--- src/rtl/ram_arbiter_pkg.sv ---
// Shared types and default sizing for the CPU/debug RAM arbiter.
`timescale 1ns/1ps
package ram_arbiter_pkg;
  localparam int ADDR_W_DEF     = 12;
  localparam int DATA_W_DEF     = 4;
  localparam int WAIT_LIMIT_DEF = 7;

  typedef enum logic [1:0] {
    IDLE  = 2'b00,
    FORCE = 2'b01,
    DBG   = 2'b10,
    ACK   = 2'b11
  } arb_state_t;
endpackage

--- src/rtl/wait_counter.sv ---
// Saturating count of CPU-busy cycles seen while a debug request waits.
// Holds at LIMIT instead of wrapping so the force decision can never be missed.
`timescale 1ns/1ps
module wait_counter
  import ram_arbiter_pkg::*;
#(
  parameter int LIMIT = WAIT_LIMIT_DEF,
  parameter int W     = (LIMIT < 1) ? 1 : $clog2(LIMIT + 1)
) (
  input  logic clock,
  input  logic reset,
  input  logic i_inc,
  input  logic i_clr,
  output logic o_saturated
);
  logic [W-1:0] r_count;

  assign o_saturated = (r_count == W'(LIMIT));

  always_ff @(posedge clock or negedge reset) begin
    if (!reset) begin
      r_count <= '0;
    end else if (i_clr) begin
      r_count <= '0;
    end else if (i_inc && !o_saturated) begin
      r_count <= r_count + 1'b1;
    end
  end
endmodule

--- src/rtl/ram_arbiter.sv ---
// Shares one RAM port between the CPU and a debug/loader port; the CPU has priority
// until it has kept a debug request waiting WAIT_LIMIT cycles, then it is held.
`timescale 1ns/1ps
module ram_arbiter
  import ram_arbiter_pkg::*;
#(
  parameter int ADDR_W     = ADDR_W_DEF,
  parameter int DATA_W     = DATA_W_DEF,
  parameter int WAIT_LIMIT = WAIT_LIMIT_DEF
) (
  input  logic              clock,
  input  logic              reset,
  input  logic              cpu_cs,
  input  logic              cpu_we,
  input  logic [ADDR_W-1:0] cpu_addr,
  input  logic [DATA_W-1:0] cpu_wdata,
  output logic [DATA_W-1:0] cpu_rdata,
  output logic              cpu_hold,
  input  logic              dbg_req,
  input  logic              dbg_we,
  input  logic [ADDR_W-1:0] dbg_addr,
  input  logic [DATA_W-1:0] dbg_wdata,
  output logic              dbg_ack,
  output logic [DATA_W-1:0] dbg_rdata,
  output logic              ram_cs,
  output logic              ram_we,
  output logic [ADDR_W-1:0] ram_addr,
  output logic [DATA_W-1:0] ram_wdata,
  input  logic [DATA_W-1:0] ram_rdata
);
  localparam int CNT_W = (WAIT_LIMIT < 1) ? 1 : $clog2(WAIT_LIMIT + 1);

  arb_state_t        r_state;
  arb_state_t        w_next;
  logic              w_inc;
  logic              w_clr;
  logic              w_sat;
  logic [DATA_W-1:0] r_dbg_rdata;

  wait_counter #(
    .LIMIT (WAIT_LIMIT),
    .W     (CNT_W)
  ) u_wait_counter (
    .clock       (clock),
    .reset       (reset),
    .i_inc       (w_inc),
    .i_clr       (w_clr),
    .o_saturated (w_sat)
  );

  always_ff @(posedge clock or negedge reset) begin
    if (!reset) begin
      r_state <= IDLE;
    end else begin
      r_state <= w_next;
    end
  end

  // Read data is taken at the edge that leaves DBG; writes leave the last read intact.
  always_ff @(posedge clock or negedge reset) begin
    if (!reset) begin
      r_dbg_rdata <= '0;
    end else if (r_state == DBG && !dbg_we) begin
      r_dbg_rdata <= ram_rdata;
    end
  end

  assign dbg_rdata = r_dbg_rdata;

  always_comb begin
    w_next = r_state;
    w_inc  = 1'b0;
    w_clr  = 1'b0;
    case (r_state)
      IDLE: begin
        if (!dbg_req) begin
          w_clr = 1'b1;
        end else if (!cpu_cs) begin
          w_next = DBG;
        end else begin
          w_inc = 1'b1;
          if (w_sat) begin
            w_next = FORCE;
          end
        end
      end
      FORCE:   w_next = dbg_req ? DBG : IDLE;
      DBG:     w_next = ACK;
      ACK: begin
        w_clr  = 1'b1;
        w_next = IDLE;
      end
      default: w_next = IDLE;
    endcase
  end

  // FORCE parks the RAM for one cycle so the held CPU's in-flight access is dropped cleanly.
  always_comb begin
    ram_cs    = cpu_cs;
    ram_we    = cpu_we;
    ram_addr  = cpu_addr;
    ram_wdata = cpu_wdata;
    cpu_rdata = ram_rdata;
    cpu_hold  = 1'b0;
    dbg_ack   = 1'b0;
    case (r_state)
      FORCE: begin
        cpu_hold  = 1'b1;
        ram_cs    = 1'b0;
        ram_we    = 1'b0;
        cpu_rdata = '0;
      end
      DBG: begin
        cpu_hold  = 1'b1;
        ram_cs    = 1'b1;
        ram_we    = dbg_we;
        ram_addr  = dbg_addr;
        ram_wdata = dbg_wdata;
        cpu_rdata = '0;
      end
      ACK:     dbg_ack = 1'b1;
      default: ;
    endcase
  end
endmodule

--- config.mk ---
export PLATFORM = sky130hd
export DESIGN_NAME = ram_arbiter
export DESIGN_NICKNAME = d
export VERILOG_FILES = /design/src/rtl/ram_arbiter_pkg.sv /design/src/rtl/wait_counter.sv /design/src/rtl/ram_arbiter.sv
export SDC_FILE = /design/constraint.sdc
export NUM_CORES = 1
export LEC_CHECK = 0
export CELL_PAD_IN_SITES_DETAIL_PLACEMENT = 1
export CELL_PAD_IN_SITES_GLOBAL_PLACEMENT = 1
export CORE_MARGIN = 4
export CORE_UTILIZATION = 22
export DETAILED_ROUTE_END_ITERATION = 8
export PLACE_DENSITY_LB_ADDON = 0.08
export SETUP_SLACK_MARGIN = 0.4
export SYNTH_ARGS = -nofsm -noshare
export SYNTH_HDL_FRONTEND = slang
export SYNTH_SLANG_ARGS = --single-unit
--- constraint.sdc ---
create_clock -name clock -period 4.11 [get_ports clock]
set_input_delay 1.0275 -clock clock [delete_from_list [all_inputs] [get_ports clock]]
set_output_delay 1.0275 -clock clock [all_outputs]
set_load 0.03 [all_outputs]
# Word level (Yosys, flattened, before mapping)
# Index checks and enable logic that the tools add are counted.
# W data, S select, Z words.
dict set report word_totals {
  regBits 9
  in_bits 42
  output_inout_bits 28
  wordCells 37
}
dict set report classes {
  add_sub_neg 1
  eq_ne 6
  n_mux 19
  n_reduce_logical 8
}
# operator count
set op_table {}
lappend op_table {{$mux W12} 1}
lappend op_table {{$mux W2} 4}
lappend op_table {{$mux W4} 2}
lappend op_table {{$pmux W2 S4} 1}
lappend op_table {{$mux W1} 6}
lappend op_table {{$mux W3} 2}
lappend op_table {{$pmux W1 S2} 3}
lappend op_table {{$eq A2 B2 Y1 const B} 2}
lappend op_table {{$add A3 B1 Y3 const B} 1}
lappend op_table {{$eq A3 B3 Y1 const B} 1}
lappend op_table {{$ne A3 B2 Y1 const B} 1}
lappend op_table {{$eq A2 B1 Y1 const B} 1}
lappend op_table {{$logic_and A1 B1 Y1} 2}
lappend op_table {{$logic_not A1 Y1} 2}
lappend op_table {{$logic_not A2 Y1} 1}
lappend op_table {{$ne A2 B2 Y1 const B} 1}
lappend op_table {{$reduce_and A2 Y1} 1}
lappend op_table {{$reduce_bool A2 Y1} 1}
lappend op_table {{$reduce_or A2 Y1} 1}

# Logic depth before layout (Yosys ltp)
dict set report logic_depth {
  ltp_word 6
  depth_mapped 6
  ltp_nobuf 5
}

# Hierarchy
# Synthesis repeated with hierarchy kept, for this count alone.
dict set report hier_totals {
  hier_cells 72
  hier_area_um2 787.0
}
# module instances cells_each area_each_um2 seq_area_each_um2
set by_module_without_submodules {}
lappend by_module_without_submodules {ram_arbiter 1 57 603.1 150.1}
lappend by_module_without_submodules {wait_counter 1 15 183.9 75.1}

# Worst setup path after synthesis
# OpenSTA, ideal clock, no wires.
dict set report synth_path {
  path_type {input port to output port}
  from {input cpu_we}
  to {output ram_we}
  t_arrival_ns 1.726
  required_ns 3.083
  setup_slack_ns 1.356
  stages 2
  path_buffers 0
  path_cell_list {inv_1 o21ai_0}
}
dict set report synth_via {
  elab_chain_len 1
}
# item line
set synth_lines {}
lappend synth_lines {{from (decl)} ram_arbiter.sv:14} ;# input logic cpu_we,
lappend synth_lines {{$pmux W1 S2} ram_arbiter.sv:106} ;# case (r_state)
lappend synth_lines {{to (decl)} ram_arbiter.sv:26} ;# output logic ram_we,
# No other way between the ends.

# Final worst setup path
dict set report layout_path {
  from {input cpu_cs}
  to {output ram_cs}
}
dict set report layout_via {
  elab_chain_len 1
}
# item line
set layout_lines {}
lappend layout_lines {{from (decl)} ram_arbiter.sv:13} ;# input logic cpu_cs,
lappend layout_lines {{$pmux W1 S2} ram_arbiter.sv:106}
lappend layout_lines {{to (decl)} ram_arbiter.sv:25} ;# output logic ram_cs,
# No other way between the ends.

==> results.md <==
- Status: finished clean
- Syn Inst Count: 67
- Fmax: 290 MHz
- Total wire length: 2480 um
- Critical path fanouts, max: 5
- Gate power share: 79.7%
- Slew headroom: 73.8%
- Drt pass-1 iters: 2
- GPL Wtd Cong: 0.709
- WS Path Type: input port to primary output
- Arrival time worst endpoint: 2420 ps
- Final setup vio count: 0
- Max Slew Vio Count: 0
- Switching share of power: 47.6%
- WL/cell: 13.6 um
- Crit share post-route: 83.8%
- Hold WC Path Type: flip-flop to flip-flop
- Post-route DRC: 0
- Post-CTS Setup Bufs: 0
- Number of cells on the worst reg-to-reg path: 6
- GR Overflow Total: 0
- First-pass GRT wire length: 4070 um
- Post-DP HPWL: 2150 um
- CTS Buf Count: 3
- Commonest non-fill, non-tap cell in the layout: clkdlybuf4s50_1
- Number of hold buffers added after CTS: 0
- Total Power: 1.09 mW
- Vias per std cell: 4.20
- Area growth syn-to-layout: 102%
- Req. time, crit path: 3080 ps
- Routed Antenna Nets: 0
- P_int: 570 uW
- Hold path cells: 1
- Flops & latches, synth: 9
- Sequential share of power: 14.2%
- Transition time of the tightest slew-check pin: 391 ps
- Clock Path Buffers: 2
- Post-Layout Cell Count: 183
- Setup TNS: 0 ps
- Gr usage total: 11.8%
- CTS Sinks: 9
- Clk pwr share: 6.1%
- NetSw: 519 uW
- Pwr Density: 721 nW/um^2
- Sequential-to-total area share from yosys stat: 30.1%
- CTS tree: yes
- WL met2: 1240 um
- Final net count: 189
- N_diodes: 0
- M1 wire length: 1020 um
- H-Tree Depth: 1
- Clk_lat worst skew: 260 ps
- Final hold viol count: 0
- Via count: 768
- Max-Cap Viols: 0
- Number of distinct standard cells referenced by the synthesized netlist: 18
- Commonest non-fill, non-tap cells in the layout: clkdlybuf4s50_1, mux2_2, dfrtp_1
- Die width: 66.3 um
- Setup Skew: 3.87 ps
- Ys Warns: 0
- Critical path origin: cpu_cs
- RSZ-0062 raised after global routing: false
- Avg Cell Area, Syn: 11.2 um^2
- Starting Density: 23.7%
- Vias in the first global route: 922
- CP endpoint kind: primary output
- Fin crit period: 3450 ps
- Cts repair resizes: 0
- Worst hold start: dbg_rdata[1]
- Leakage: 0.640 nW
- Clk root buf: clkbuf_4
- DR iter-0 viols: 7
- Met3 wire length: 231 um
- Top Layer Used: met3
- DIE HEIGHT: 66.3 um
- Layout cells sized above 1: 19.4%
- Peak VDD IR: 401 uV
- Inst Count DP: 179
- FF-to-FF Start: r_state[0]
- Port Buffers: 69
- Critical Path Start Type: input port
- Row cnt: 20
- Io pins: 70
- Initial antenna violation count: 0
- Largest net degree at the start of global routing: 19
- Syn nets: 116
- Synthesized area: 748 um^2
- Die Area: 4400 um^2
- Core footprint: 3150 um^2
- Clk pin slew, worst setup/hold paths: 60 ps
path summary, 6_finish.rpt:
check	endpoint	slack, ps
worst min register to register	dbg_rdata[1]	510
max in group asynchronous	u_wait_counter.r_count[2]	2770
worst min-delay path	dbg_rdata[1]	510
min in group asynchronous	dbg_rdata[1]	1060
worst max register to register	r_state[1]	2520
worst max-delay path	ram_cs	660
power groups by stage:
stage	sequential [mW]	clock, mW	combinational, mW
floorplan	0.192	0	0.515
global placement	0.155	0	0.874
detailed placement	0.157	0	0.880
CTS	0.156	0.0712	0.885
global route	0.162	0.0776	0.929
finish	0.154	0.0670	0.868
critical path, stage by stage:
cell             delay (ps)
clkdlybuf4s50_1         550
mux2_2                  170
clkdlybuf4s50_1         670
cell usage after synthesis:
cell,number,share of area (%)
nor2b_1,5,4.2
o21ai_2,1,1.2
ha_1,7,12
mux2_2,21,32
buf_2,1,0.67
a211oi_1,1,1.0
nand4b_1,1,1.2
buf_6,1,1.5
dfrtp_1,9,30
o21ai_0,1,0.67
nand3_1,1,0.67
nand2b_1,2,1.7
mux2_4,1,2.0
nor2_1,3,1.5
mux2i_1,4,5.4
xor2_1,1,1.2
inv_1,5,2.5
a21oi_1,2,1.3
layout make-up:
class,count,area [um^2]
fillers,382,1640
inverters,5,18.8
flip-flops and latches,9,225
well taps,44,55.1
repair buffers,70,698
clock buffers,4,26.3
multi-input cells,51,488
through the flow:
stage	util, %	hold WS [ps]	instance area, um^2	setup WS [ps]
2_1_floorplan	-	493	748	1360
4_1_cts	47.9	516	1510	651
3_5_place_dp	47.1	501	1490	657
5_1_grt	47.9	543	1510	617
6_report	47.9	508	1510	664
3_3_place_gp	47.1	492	1490	663
state kept, by name, indices dropped and copies added, names as in the netlist:
register	cells
u_wait_counter.r_count	3
dbg_rdata	4
r_state	2
metal layers:
metal,up-vias,track usage [%]
met4,0,2.28
met1,347,13.2
met3,0,4.08
met2,44,21.4
li1,377,-
met5,-,0
cells by family after synthesis:
group                      count (synthesis)  synth area share, %
and+or+nand+nor                           12                 9.20
AOI/OAI and AO/OA                          5                 4.18
xor gates and xnor gates                   1                 1.17
adders and majority gates                  7                 11.7
buffers and inverters                      7                 4.68
DFF                                        9                 30.1
muxes                                     26                 39.0
(Power assumes the default switching activity.)
